--- src/rtl/countdown_timer.sv ---
// countdown_timer: loadable 8-bit prescaled down-counter with pause/resume, done flag and two seven-segment digits
module countdown_timer #(
    parameter int PRESCALE = 4
) (
    input  logic       clock_i,
    input  logic       reset_i,
    input  logic [7:0] load_value_i,
    input  logic       load_i,
    input  logic       start_i,
    input  logic       pause_i,
    output logic [7:0] count_o,
    output logic       running_o,
    output logic       done_o,
    output logic [6:0] hex0_o,
    output logic [6:0] hex1_o
);
    typedef enum logic [1:0] {IDLE, RUN, PAUSED, DONE} state_t;

    localparam logic [7:0] LAST = 8'(PRESCALE - 1);

    state_t     state_q, state_d;
    logic [7:0] count_q, count_d;
    logic [7:0] pre_q, pre_d;
    logic [6:0] hex0_q, hex1_q;

    function automatic logic [6:0] seg(input logic [3:0] n);
        case (n)
            4'h0: seg = 7'b1000000;
            4'h1: seg = 7'b1111001;
            4'h2: seg = 7'b0100100;
            4'h3: seg = 7'b0110000;
            4'h4: seg = 7'b0011001;
            4'h5: seg = 7'b0010010;
            4'h6: seg = 7'b0000010;
            4'h7: seg = 7'b1111000;
            4'h8: seg = 7'b0000000;
            4'h9: seg = 7'b0010000;
            4'hA: seg = 7'b0001000;
            4'hB: seg = 7'b0000011;
            4'hC: seg = 7'b1000110;
            4'hD: seg = 7'b0100001;
            4'hE: seg = 7'b0000110;
            default: seg = 7'b0001110;
        endcase
    endfunction

    // next state: load beats start, start only acts in IDLE, then run/pause/tick handling
    always_comb begin
        state_d = state_q;
        count_d = count_q;
        pre_d   = pre_q;
        if (load_i) begin
            count_d = load_value_i;
            pre_d   = '0;
            state_d = IDLE;
        end else if (start_i && state_q == IDLE) begin
            pre_d   = '0;
            state_d = (count_q != 8'd0) ? RUN : DONE;
        end else begin
            case (state_q)
                RUN: begin
                    if (pause_i) begin
                        state_d = PAUSED;
                    end else if (pre_q == LAST) begin
                        pre_d = '0;
                        if (count_q != 8'd0) count_d = count_q - 8'd1;
                        if (count_q <= 8'd1) state_d = DONE;
                    end else begin
                        pre_d = pre_q + 8'd1;
                    end
                end
                PAUSED:  state_d = pause_i ? PAUSED : RUN;
                default: state_d = state_q;
            endcase
        end
    end

    // state, count and prescale phase registers
    always_ff @(posedge clock_i) begin
        if (reset_i) begin
            state_q <= IDLE;
            count_q <= '0;
            pre_q   <= '0;
        end else begin
            state_q <= state_d;
            count_q <= count_d;
            pre_q   <= pre_d;
        end
    end

    // segment digits registered from the current count, one cycle behind it
    always_ff @(posedge clock_i) begin
        if (reset_i) begin
            hex0_q <= seg(4'h0);
            hex1_q <= seg(4'h0);
        end else begin
            hex0_q <= seg(count_q[3:0]);
            hex1_q <= seg(count_q[7:4]);
        end
    end

    assign count_o   = count_q;
    assign running_o = (state_q == RUN);
    assign done_o    = (state_q == DONE);
    assign hex0_o    = hex0_q;
    assign hex1_o    = hex1_q;
endmodule

--- config.mk ---
export PLATFORM = sky130hd
export DESIGN_NAME = countdown_timer
export DESIGN_NICKNAME = d
export VERILOG_FILES = /design/src/rtl/countdown_timer.sv
export SDC_FILE = /design/constraint.sdc
export NUM_CORES = 1
export LEC_CHECK = 0
export ABC_AREA = 1
export CORE_ASPECT_RATIO = 1.2
export CORE_MARGIN = 4
export CORE_UTILIZATION = 52
export DETAILED_ROUTE_END_ITERATION = 6
export GPL_TIMING_DRIVEN = 0
export PLACE_DENSITY_LB_ADDON = 0.1
export REMOVE_ABC_BUFFERS = 1
export SKIP_CTS_REPAIR_TIMING = 1
export SLEW_MARGIN = 5
export SYNTH_ARGS = -nofsm -noshare
export SYNTH_HDL_FRONTEND = slang
export SYNTH_SLANG_ARGS = --single-unit
--- constraint.sdc ---
create_clock -name clock_i -period 1.9 [get_ports clock_i]
set_input_delay 0.38 -clock clock_i [delete_from_list [all_inputs] [get_ports clock_i]]
set_output_delay 0.38 -clock clock_i [all_outputs]
set_load 0.02 [all_outputs]
== After elaboration in Yosys (flattened, before gate mapping) ==
Memories as Yosys holds them, arrays and structs flattened. A register that Yosys moved wholly into a read port is not among the register bits.
Index checks and enable logic that the tools add are counted.

* ROM bits: 224
* Output and inout port bits: 24
* Word-level logic and storage cells: 43
* Memories: 2
* Bits of input ports: 13
* Flip-flop bits (word level): 18

{| class="wikitable"
|+ Memories
! name !! words !! bits a word !! read ports !! clocked after Yosys merged registers in !! wr ports !! line !! RTL
|-
| (name not given) || 16 || 7 || 1 || 1 || 0 || 27 || <nowiki>case (n)</nowiki>
|-
| (name not given) || 16 || 7 || 1 || 1 || 0 || 27 ||
|}

* Add/subtract/negate cells: 2
* Muxes and demuxes: 14
* Eq/ne operators: 8
* $lt $le $gt $ge: 1
* Reduce and logical (&&, ||, !) cells: 12
* Bitwise gates (word level): 1

{| class="wikitable"
|+ Operators with widths
! operator !! count
|-
| $mux W8 || 7
|-
| $mux W2 || 6
|-
| $add A8 B1 Y8 const B || 1
|-
| $eq A8 B2 Y1 const B || 1
|-
| $le A8 B1 Y1 const B || 1
|-
| $ne A4 B2 Y1 const B || 2
|-
| $reduce_bool A8 Y1 || 1
|-
| $sub A8 B1 Y8 const B || 1
|-
| $reduce_bool A2 Y1 || 3
|-
| $reduce_and A5 Y1 || 1
|-
| $eq A2 B2 Y1 const B || 2
|-
| $ne A2 B2 Y1 const B || 2
|-
| $pmux W2 S2 || 1
|-
| $reduce_and A3 Y1 || 1
|-
| $reduce_bool A3 Y1 || 1
|-
| $reduce_or A3 Y1 || 1
|-
| $eq A2 B1 Y1 const B || 1
|-
| $logic_not A2 Y1 || 1
|-
| $reduce_and A2 Y1 || 1
|-
| $reduce_or A2 Y1 || 1
|-
| $logic_and A1 B1 Y1 || 1
|-
| $not A1 Y1 || 1
|}

== Depth between registers and ports, before layout ==
Gate-level depths: netlist (run 1).

* Depth after elaboration: 7
* Mapped depth: 10
* Gate-level depth less buffers: 10

== Least setup slack after synthesis (run 1) ==
OpenSTA, ideal clock, no wires.

* Kind: register to register
* Start: register count_q[4] (netlist: count_o[4])
* End: register count_q[6] (netlist: count_o[6])
* Path buffers: 0
* Data required time: 1772 ps
* Library setup time: 128 ps
* Stages on the path, launching flop included: 11
* Data arrival time: 1559 ps
* Period minus slack after synthesis: 1687 ps
* Path slack: 213 ps
* Cells stage by stage: dfxtp_1 -> inv_1 -> ha_1 -> inv_1 -> nor2_4 -> nand2_1 -> nand3_4 -> nand3_1 -> nand2_1 -> nor2_1 -> nor2_1

* Cells in the longest elaborated chain, start to end: 7
* Elaborated cells between the ends (all ways): 10
* Those cells by class: 1 x add/sub; 6 x mux; 3 x reduce/logical

{| class="wikitable"
|+ Ends and longest elaborated chain
! item !! line !! RTL
|-
| start: declaration || 22 || <nowiki>logic [7:0] count_q, count_d;</nowiki>
|-
| start signal: assignment || 86 || <nowiki>count_q <= count_d;</nowiki>
|-
| $sub A8 B1 Y8 || 66 || <nowiki>if (count_q != 8'd0) count_d = count_q - 8'd1;</nowiki>
|-
| $mux W8 || 66 ||
|-
| $mux W8 || 64 || <nowiki>end else if (pre_q == LAST) begin</nowiki>
|-
| $mux W8 || 62 || <nowiki>if (pause_i) begin</nowiki>
|-
| $mux W8 || 60 || <nowiki>case (state_q)</nowiki>
|-
| $mux W8 || 56 || <nowiki>end else if (start_i && state_q == IDLE) begin</nowiki>
|-
| $mux W8 || 52 || <nowiki>if (load_i) begin</nowiki>
|}

Parallel ways exist; a longest one is shown, timed or not. The select of a mux whose other input is x is not followed.
A chain may end at the register's enable or synchronous reset.

== Final worst setup path (run 1) ==
* Start: register count_q[1] (netlist: count_o[1])
* End: output count_o[1]

{| class="wikitable"
|+ RTL lines
! item !! line !! RTL
|-
| end: declaration || 11 || <nowiki>output logic [7:0] count_o,</nowiki>
|}

No word-level cell between the ends.

==> results of run 1 <==
## metal layers
layer / wire (um) / track usage / vias to the layer above
li1: - / - / 975
met1: 1910 / 0.210 / 851
met2: 2110 / 0.331 / 51
met3: 229 / 0.0433 / 4
met4: 38 / 0.0647 / 0
met5: 0 / 0 / -
## cells by family after synthesis
kind of cell | after synthesis | share of synthesized area
muxes | 1 | 0.00512
adders and majority gates | 14 | 0.0895
buffers and inverters | 41 | 0.0895
DFF | 32 | 0.327
and+or+nand+nor | 137 | 0.328
AOI/OAI and AO/OA | 50 | 0.147
xor gates and xnor gates | 3 | 0.0134
## flip-flops by register name, summed over array words and instances (netlist names)
register and count:
count_o 8, hex0_o 7, hex1_o 7, pre_q 8
state_q 2
## final cells by class
cell class | instances | area [um2]
clock buffers | 6 | 82.6
clock inverters | 2 | 10.0
fillers | 341 | 1200
inverters | 32 | 120
multi-input cells | 205 | 1140
flip-flops and latches | 32 | 648
well taps | 52 | 65.1
repair buffers | 36 | 365
## synth_stat cells
master	count	share of area
sky130_fd_sc_hd__nand2_1	67	0.13
sky130_fd_sc_hd__dfxtp_1	32	0.33
sky130_fd_sc_hd__inv_1	29	0.056
sky130_fd_sc_hd__nand3_1	26	0.066
sky130_fd_sc_hd__a21oi_1	24	0.061
sky130_fd_sc_hd__nor2_1	23	0.044
sky130_fd_sc_hd__ha_1	14	0.090
sky130_fd_sc_hd__o21ai_0	11	0.028
sky130_fd_sc_hd__buf_2	5	0.013
sky130_fd_sc_hd__o211ai_1	5	0.019
sky130_fd_sc_hd__nor3_1	4	0.010
sky130_fd_sc_hd__a31oi_1	3	0.0096
sky130_fd_sc_hd__inv_2	3	0.0058
sky130_fd_sc_hd__nand2_4	3	0.017
sky130_fd_sc_hd__nand4_1	3	0.0096
sky130_fd_sc_hd__buf_6	2	0.012
sky130_fd_sc_hd__clkbuf_1	2	0.0038
sky130_fd_sc_hd__nor2_4	2	0.012
sky130_fd_sc_hd__o21a_1	2	0.0077
sky130_fd_sc_hd__o221ai_1	2	0.0090
sky130_fd_sc_hd__or2_0	2	0.0064
sky130_fd_sc_hd__or2_2	2	0.0064
sky130_fd_sc_hd__xor2_1	2	0.0090
sky130_fd_sc_hd__a21oi_2	1	0.0045
sky130_fd_sc_hd__a221oi_1	1	0.0045
sky130_fd_sc_hd__mux2i_1	1	0.0051
sky130_fd_sc_hd__nand2_2	1	0.0032
sky130_fd_sc_hd__nand3_4	1	0.0090
sky130_fd_sc_hd__nor2_2	1	0.0032
sky130_fd_sc_hd__nor3_4	1	0.0083
sky130_fd_sc_hd__nor3b_1	1	0.0038
sky130_fd_sc_hd__o22ai_1	1	0.0032
sky130_fd_sc_hd__xnor2_1	1	0.0045
## per-stage QoR
step	utilization	std cells	setup TNS, ps	setup slack (ps)
6_report	0.669	365	0	78.3
5_1_grt	0.669	365	0	2.65
4_1_cts	0.666	365	-89.4	-39.5
3_5_place_dp	0.640	357	-2040	-295
3_3_place_gp	0.640	357	-1970	-264
2_1_floorplan	-	269	0	215
## power by group through the flow
stage / Combinational [mW] / Clock, mW / Sequential [mW]
6_report: 0.425 / 0.535 / 0.755
5_1_grt: 0.471 / 0.572 / 0.761
4_1_cts: 0.427 / 0.542 / 0.752
3_5_place_dp: 0.424 / 0 / 0.767
3_3_place_gp: 0.421 / 0 / 0.766
2_1_floorplan: 0.229 / 0 / 0.802
## final timing paths
| check | from | endpoint | slack [ps] | cells past startpoint |
|---|---|---|---|---|
| setup reg to reg | count_o[1] | count_o[6] | 210 | 10 |
| setup / recovery | count_o[1] | count_o[1] | 80 | 1 |
| hold / removal | pre_q[6] | pre_q[6] | 470 | 2 |
| hold reg to reg | pre_q[6] | pre_q[6] | 470 | 2 |
==> run summary, run 1 <==
Summing over every cut layer, the via total after detailed routing is 1881. The number of diodes added for antenna fixing is 0. The maximum operating frequency came out at 549 MHz. For this design the ratio of total power to cell area is 705 nW/um2. The power after layout is 1.71 mW. The critical-path maximum fanout came out at 9. The HPWL reported at the end of detailed placement is 3080 um.

After routing the design area is 2430 um2. The sequential share of power came out at 0.440. The total length of routed wires came out at 4290 um. The leakage power came out at 1.05 nW. The worst hold margin came out at 468 ps.

The fraction of layout cells with a size suffix above 1 came out at 0.0958. After clock tree synthesis, the clock-pin slew on the worst setup and hold paths is 70 ps. The top cell types in the final layout, fill and taps aside, are sky130_fd_sc_hd__nand2_1 (67), sky130_fd_sc_hd__clkdlybuf4s50_1 (34), sky130_fd_sc_hd__inv_1 (28). The die boundary width came out at 64 um. The tree is rooted in a sky130_fd_sc_hd__clkbuf_8. The critical path in this run is classified as register to output pin. The final critical-path required period is 1820 ps. TritonCTS built the clock tree.

Clock skew on the completed layout was measured at 9.42 ps. The critical path data arrival time came out at 1440 ps. The register area share after synthesis came out at 0.327.

The fraction of the cycle the final worst path needs came out at 0.959. Relative to the synthesized area, the layout overhead comes to 24.3%. In the synthesized netlist, the number of instances is 278. At the worst endpoint, the required time is 1520 ps. The source-to-sink clock delay at the later pin of the worst-skew pair is 280 ps.

The number of hold-slack violations in the final timing report came out at 0. Entering global routing, the biggest net connects 20 pins. Setup repair after global routing left no endpoint under its margin. Of the total power, the share spent switching nets is 0.312. Dividing the detail-routed via count by the number of cells gives 5.15. For this run, the post-layout net count is 339. The mean instance size in the synthesized netlist is 7.04 um2. The number of sinks on the clock net came out at 32.

The floorplan die area came out at 4810 um2. Among cell families on the critical path, the largest total delay comes from buffers and inverters. In this run the cell area measured after placement is 2330 um2. At the end of routability-driven placement, the weighted congestion stood at 0.865. The global route total overflow is 0. The count of buffers added on input and output ports is 36.

STA classifies the critical path startpoint as a register. For this run, the slowest stage of the critical path takes 670 ps. The number of global-route vias before repair came out at 1567. The internal power is 1.18 mW. Dividing the detail-routed wire length by the instance count gives 11.8 um. The initial utilization of the core area, before any placement, comes to 0.539. Traced cell by cell, the critical path runs through clkdlybuf4s50_1. The relative contribution of combinational cells to total power came out at 0.248.

The number of CTS-inserted buffers is 5. The number of top-level pins came out at 37. The number of iterations in the first detailed-routing pass came out at 4. The largest individual stage delay along the critical path comes from the cell sky130_fd_sc_hd__clkdlybuf4s50_1. The run finished with clean final reports. The number of nets with antenna violations after routing is 0. After synthesis the netlist holds a flip-flop and latch count of 32. The count of endpoints failing setup in the final report is 0.

The floorplan has 24 rows. The count of max-cap constraint violations came out at 0. The remaining routing DRC violations came out at 0.

The initial antenna violation count is 0. The H-tree was split into 2 levels. The netlist area before placement is 1960 um2. The worst hold path class is register to register.

The maximum number of buffers from clock root to sink came out at 2. The analysis attributes to net switching a power of 0.535 mW. The final-report max-slew violation count came out at 0. Leaving out fill and tap cells, the most frequent cell in the layout is sky130_fd_sc_hd__nand2_1.

The yosys synthesis warning count is 0. The worst pin sits at a relative slew slack of 0.506. The number of violations reported at the end of detailed-routing iteration 0 came out at 115.

The total routing usage reported by global routing is 0.182. The y dimension of the die is 75.2 um. The transition at the pin with the smallest max-transition slack came out at 740 ps. The peak supply drop came out at 435 uV. The type of destination of the critical path is an output pin. The area of the core is 3630 um2.

The global-route wire length before repair came out at 7000 um. The number of distinct library cells after synthesis is 33. The sum of buffers and inverters on the critical path came out at 1.

The share of total power in the clock network came out at 0.312.
Power figures use the tool's default switching activity.
==> inputs of run 2 (changes only) <==
PLACE_DENSITY = 0.91   (was default)
PLACE_DENSITY_LB_ADDON = default   (was 0.1)
==> run summary, run 2 (synthesized netlist as in run 1, its figures left out) <==
The floorplan die area is 4810 um2 (unchanged). The initial antenna violation count is 0 (unchanged). The number of sinks on the clock net was 32 (unchanged).

The effective utilization at floorplan was 0.539 (unchanged). The startpoint identified for the worst hold timing path is pre_q[6]. Traced cell by cell, the critical path runs through clkdlybuf4s50_1. The final critical-path required period is 1830 ps (+3.95 ps).

The number of nets with antenna violations after routing came out at 0 (unchanged). The number of placement rows came out at 24 (unchanged). The maximum number of buffers from clock root to sink is 2 (unchanged).

The run finished with clean final reports. The number of hold-slack violations in the final timing report came out at 0 (unchanged). The count of cells along the worst register-to-register path is 10 (unchanged). The number of iterations in the first detailed-routing pass came to 4 (unchanged). The top cell family by delay on the critical path is buffers and inverters. The number of violations reported at the end of detailed-routing iteration 0 is 64 (-44%).

The highest cell delay on the worst timing path is 670 ps (about the same). The critical path is of the register to output pin type. The CTS root buffer is sky130_fd_sc_hd__clkbuf_8. Among all stages on the critical path, the largest delay is contributed by sky130_fd_sc_hd__clkdlybuf4s50_1. The number of CTS-inserted buffers came out at 5 (unchanged). The total routing usage reported by global routing is 0.184 (+0.00194). The clock-pin transition on the worst setup and hold timing paths is 60 ps (about the same). The count of endpoints failing setup in the final report is 0 (unchanged). The number of H-tree levels is 2 (unchanged). The global route total overflow is 0 (unchanged). The global-route wire length before repair came out at 6990 um (-0.20%).

The source-to-sink clock delay at the later pin of the worst-skew pair was 280 ps (about the same). The most common cell after layout, fill and taps aside is sky130_fd_sc_hd__nand2_1. The sum of buffers and inverters on the critical path came out at 1 (unchanged). STA classifies the critical path startpoint as a register.

The worst setup path is captured at an output pin. In this run the worst hold path is classified as register to register. The fraction of layout cells with a size suffix above 1 is 0.0865 (-0.00931). The leakage power is 1.04 nW (-0.93%). The critical path data arrival time came to 1450 ps (about the same). The fraction of the cycle the final worst path needs is 0.961 (+0.00208). The worst relative slew slack is 0.506 (about the same). The critical-path maximum fanout is 9 (unchanged).

The mean routed wirelength per cell came to 11.7 um (about the same). The logic depth of the worst setup path including buffers was 1 (unchanged). The number of top-level pins is 37 (unchanged).

The worst register-to-register path ends at count_o[6]. The die boundary width is 64 um (unchanged). The non-filler instance count after layout came out at 364 (-0.27%). The pin count of the biggest net entering global routing is 20 (unchanged). The required arrival time at the worst endpoint was 1520 ps (about the same).

Setup repair after global routing left no endpoint under its margin. Compared with the post-synthesis result, the final layout area differs by 23.5%. The number of input and output port buffers inserted came out at 36 (unchanged).

The total number of nets in the final design is 339 (unchanged). The slack of the worst reg-to-reg path came out at 160 ps (-50 ps). The final-report max-slew violation count was 0 (unchanged). The hold path endpoint is pre_q[6].

The count of max-cap constraint violations came out at 0 (unchanged). The number of diodes added for antenna fixing was 0 (unchanged). The power after layout came out at 1.67 mW (-2.6%). The cell area after placement came to 2330 um2 (unchanged).

The final instance area is 2420 um2 (-0.62%). The clock tree skew after final layout is 7.52 ps (-1.90 ps). The cell area power density was 691 nW/um2 (-2.0%). The number of global-route vias before repair was 1734 (+11%). The vias after detailed routing is 1933 (+2.8%). The number of vias per cell after detailed routing came out at 5.31 (+3.0%). The transition at the pin with the smallest max-transition slack was 740 ps (-0.405 ps). The worst register-to-register path begins at count_o[0]. The library cells used most frequently in the layout, excluding fill and tap cells, are sky130_fd_sc_hd__nand2_1 (67), sky130_fd_sc_hd__clkdlybuf4s50_1 (34), sky130_fd_sc_hd__inv_1 (29). The y dimension of the die is 75.2 um (unchanged).

The maximum operating frequency is 548 MHz (-0.22%). The total length of routed wires is 4270 um (-0.37%). The instance count along the most critical hold path is 2 (unchanged). The area of the core is 3630 um2 (unchanged). The clock tree from TritonCTS is built. The weighted congestion reported at the end of routability-driven placement came out at 0.868 (+0.27%). The placed cell count is 357 (unchanged). The peak supply drop came out at 562 uV (+29%). The remaining routing DRC violations came to 0 (unchanged). The HPWL reported at the end of detailed placement came to 3130 um (+1.6%).
## run 2: layout make-up
cell class	count	area, um2
multi-input cells	205	1140
inverters	32	120
repair buffers	36	365
clock buffers	6	72.6
flip-flops and latches	32	648
clock inverters	1	5.00
fillers	315	1220
well taps	52	65.1
## run 2: through the flow
stage	setup TNS (ps)	worst slack [ps]	util	hold WS, ps
after global placement	-1570	-214	0.640	452
after global routing	0	5.08	0.665	514
after CTS	-144	-58.9	0.662	486
after detailed placement	-1830	-262	0.640	477
after floorplan	0	215	-	445
final	0	74.3	0.665	477
## run 2: worst max path at each step
stage / from / to / slack, ps
5_1_grt: pause_i / count_o[6] / 5
3_5_place_dp: reset_i / pre_q[4] / -260
2_1_floorplan: count_o[4] / count_o[6] / 220
3_3_place_gp: reset_i / pre_q[4] / -210
4_1_cts: count_o[2] / count_o[2] / -60
6_report: count_o[1] / count_o[1] / 70
## run 2: per-layer routing
metal	wire (um)	vias up	track usage	part of all wire
met5	0	-	0	0
met4	85	0	0.0743	0.020
met3	230	9	0.0478	0.054
met2	2240	63	0.352	0.52
met1	1720	880	0.192	0.40
li1	-	981	-	-
## run 2: power breakdown
| part | internal [mW] | total [mW] | switching [mW] | leakage [nW] |
|---|---|---|---|---|
| sequential | 0.712 | 0.755 | 0.0434 | 0.264 |
| combinational | 0.179 | 0.430 | 0.251 | 0.736 |
| clock | 0.248 | 0.484 | 0.235 | 0.0410 |
| total | 1.14 | 1.67 | 0.530 | 1.04 |
==> inputs of run 3 (changes only) <==
CORE_UTILIZATION = 30   (was 52)
PLACE_DENSITY = default   (was 0.91)
==> run summary, run 3 (synthesized netlist as in run 1, its figures left out) <==
Walking the worst path, the cells encountered are clkdlybuf4s50_1. The worst setup slack after layout is 49.7 ps (-24.7 ps). The global-route wire length before repair came out at 7490 um (+7.2%). The initial antenna violation count came out at 0 (unchanged). The pin count of the biggest net entering global routing is 20 (unchanged). The remaining routing DRC violations was 0 (unchanged). The mean routed wirelength per cell came to 11.7 um (about the same).

The number of top-level pins was 37 (unchanged). The fraction of layout cells with a size suffix above 1 came to 0.0958 (+0.00931). The total number of nets in the final design was 339 (unchanged). The number of H-tree levels came out at 2 (unchanged). The number of nets with antenna violations after routing came out at 0 (unchanged).

The number of vias per cell after detailed routing is 4.71 (-11%). The effective utilization at floorplan is 0.317 (-0.221). The worst setup path is launched from a register. The number of filler cells placed in the layout came out at 644 (+100%). The total routing usage reported by global routing is 0.122 (-0.0626).

The count of max-cap constraint violations came out at 0 (unchanged). The maximum operating frequency is 540 MHz (-1.3%). The number of violations reported at the end of detailed-routing iteration 0 came out at 70 (+9.4%). The total length of routed wires was 4630 um (+8.4%).

The leakage power came to 1.06 nW (+2.2%). The cell area power density is 763 nW/um2 (+11%). The number of hold-slack violations in the final timing report is 0 (unchanged).

The root buffer cell chosen for the clock tree is sky130_fd_sc_hd__clkbuf_8. The number of placement rows is 31 (+29%). The number of input and output port buffers inserted came out at 36 (unchanged). The footprint of the multi-input gates is 1140 um2 (unchanged). The peak supply drop came out at 309 uV (-45%). The count of endpoints failing setup in the final report is 0 (unchanged). The global route total overflow is 0 (unchanged). The sum of buffers and inverters on the critical path was 1 (unchanged). The worst hold margin is 467 ps (-9.75 ps). The vias after detailed routing is 1862 (-3.7%). The source-to-sink clock delay at the later pin of the worst-skew pair came out at 280 ps (about the same). The worst hold path class is register to register.

Setup repair after global routing left no endpoint under its margin. The number of CTS-inserted buffers was 5 (unchanged). The critical-path maximum fanout came out at 9 (unchanged). The number of global-route vias before repair is 1709 (-1.4%). The non-filler instance count after layout came out at 395 (+8.5%). The final-report max-slew violation count is 0 (unchanged). The critical path data arrival time came out at 1470 ps (+20 ps). The clock tree from TritonCTS is built. The worst relative slew slack is 0.525 (+0.0189). The placed cell count came out at 387 (+8.4%). The power after layout came out at 1.91 mW (+15%).

The number of diodes added for antenna fixing came out at 0 (unchanged). The cell with the largest stage delay on the worst path is sky130_fd_sc_hd__clkdlybuf4s50_1. The signed area change from the synthesized netlist to the final layout is 27.9%. The highest cell delay on the worst timing path is 670 ps (about the same).

The die boundary width came out at 81.7 um (+28%). The required arrival time at the worst endpoint came to 1520 ps (about the same). The library cell used most frequently in the layout, excluding fill and tap cells, is sky130_fd_sc_hd__nand2_1. The weighted congestion reported at the end of routability-driven placement is 0.858 (-1.1%). The top cell family by delay on the critical path is buffers and inverters. The run finished with clean final reports. The register area came out at 648 um2 (unchanged).

STA classifies the critical path endpoint as an output pin. The floorplan die area came out at 7880 um2 (+64%). The number of sinks on the clock net came out at 32 (unchanged). The placement-stage worst setup slack came out at -251 ps (+10.3 ps). The transition at the pin with the smallest max-transition slack is 711 ps (-28.3 ps). The clock-pin transition on the worst setup and hold timing paths is 70 ps (about the same). The top cell types in the final layout, fill and taps aside, are sky130_fd_sc_hd__nand2_1 (67), sky130_fd_sc_hd__clkdlybuf4s50_1 (34), sky130_fd_sc_hd__inv_1 (28).

The HPWL reported at the end of detailed placement is 3450 um (+10%). The startpoint-to-endpoint class of the critical path is register to output pin. The y dimension of the die is 96.5 um (+28%).

The maximum number of buffers from clock root to sink came out at 2 (unchanged). The clock tree skew after final layout came out at 4.35 ps (-3.17 ps). The fraction of the cycle the final worst path needs is 0.974 (+0.0130). The number of iterations in the first detailed-routing pass is 4 (unchanged). The final critical-path required period came to 1850 ps (+24.7 ps). The area of the core is 6170 um2 (+70%). The total negative slack is 0 ps (unchanged).
run 3: cell count changes in the layout (fill, tap and decap cells not counted), sizes merged:
cell | before | now
clkbuf | 6 | 7
bufinv | 0 | 1
clkinv | 1 | 0
run 3: path summary, 6_finish.rpt:
check / from / to / slack [ps] / cells after the start
worst min register to register: pre_q[6] / pre_q[6] / 470 / 2
worst max-delay path: count_o[1] / count_o[1] / 50 / 1
worst max register to register: count_o[1] / count_o[6] / 160 / 10
worst min-delay path: pre_q[6] / pre_q[6] / 470 / 2
run 3: power by group:
part	total, mW	leakage (nW)	internal, mW	switching [mW]
Combinational	0.430	0.736	0.180	0.251
Sequential	0.755	0.264	0.711	0.0441
Clock	0.726	0.0645	0.463	0.263
run 3: stage by stage:
stage | cell area (um2) | util
2_1_floorplan | 1900 | -
3_3_place_gp | 2360 | 0.383
3_5_place_dp | 2360 | 0.383
4_1_cts | 2490 | 0.404
5_1_grt | 2500 | 0.406
6_report | 2500 | 0.406
run 3: layer usage:
metal  vias up  share of wire  track usage
met5         -              0            0
met4         0          0.020       0.0526
met3        10          0.049       0.0343
met2        38           0.48        0.204
met1       837           0.45        0.144
li1        977              -            -
run 3: layout make-up:
class                   instances  area share
flip-flops and latches         32       0.259
clock buffers                   7      0.0385
clock inverters                 1      0.0120
repair buffers                 36       0.146
multi-input cells             205       0.456
inverters                      32      0.0480
well taps                      82      0.0410
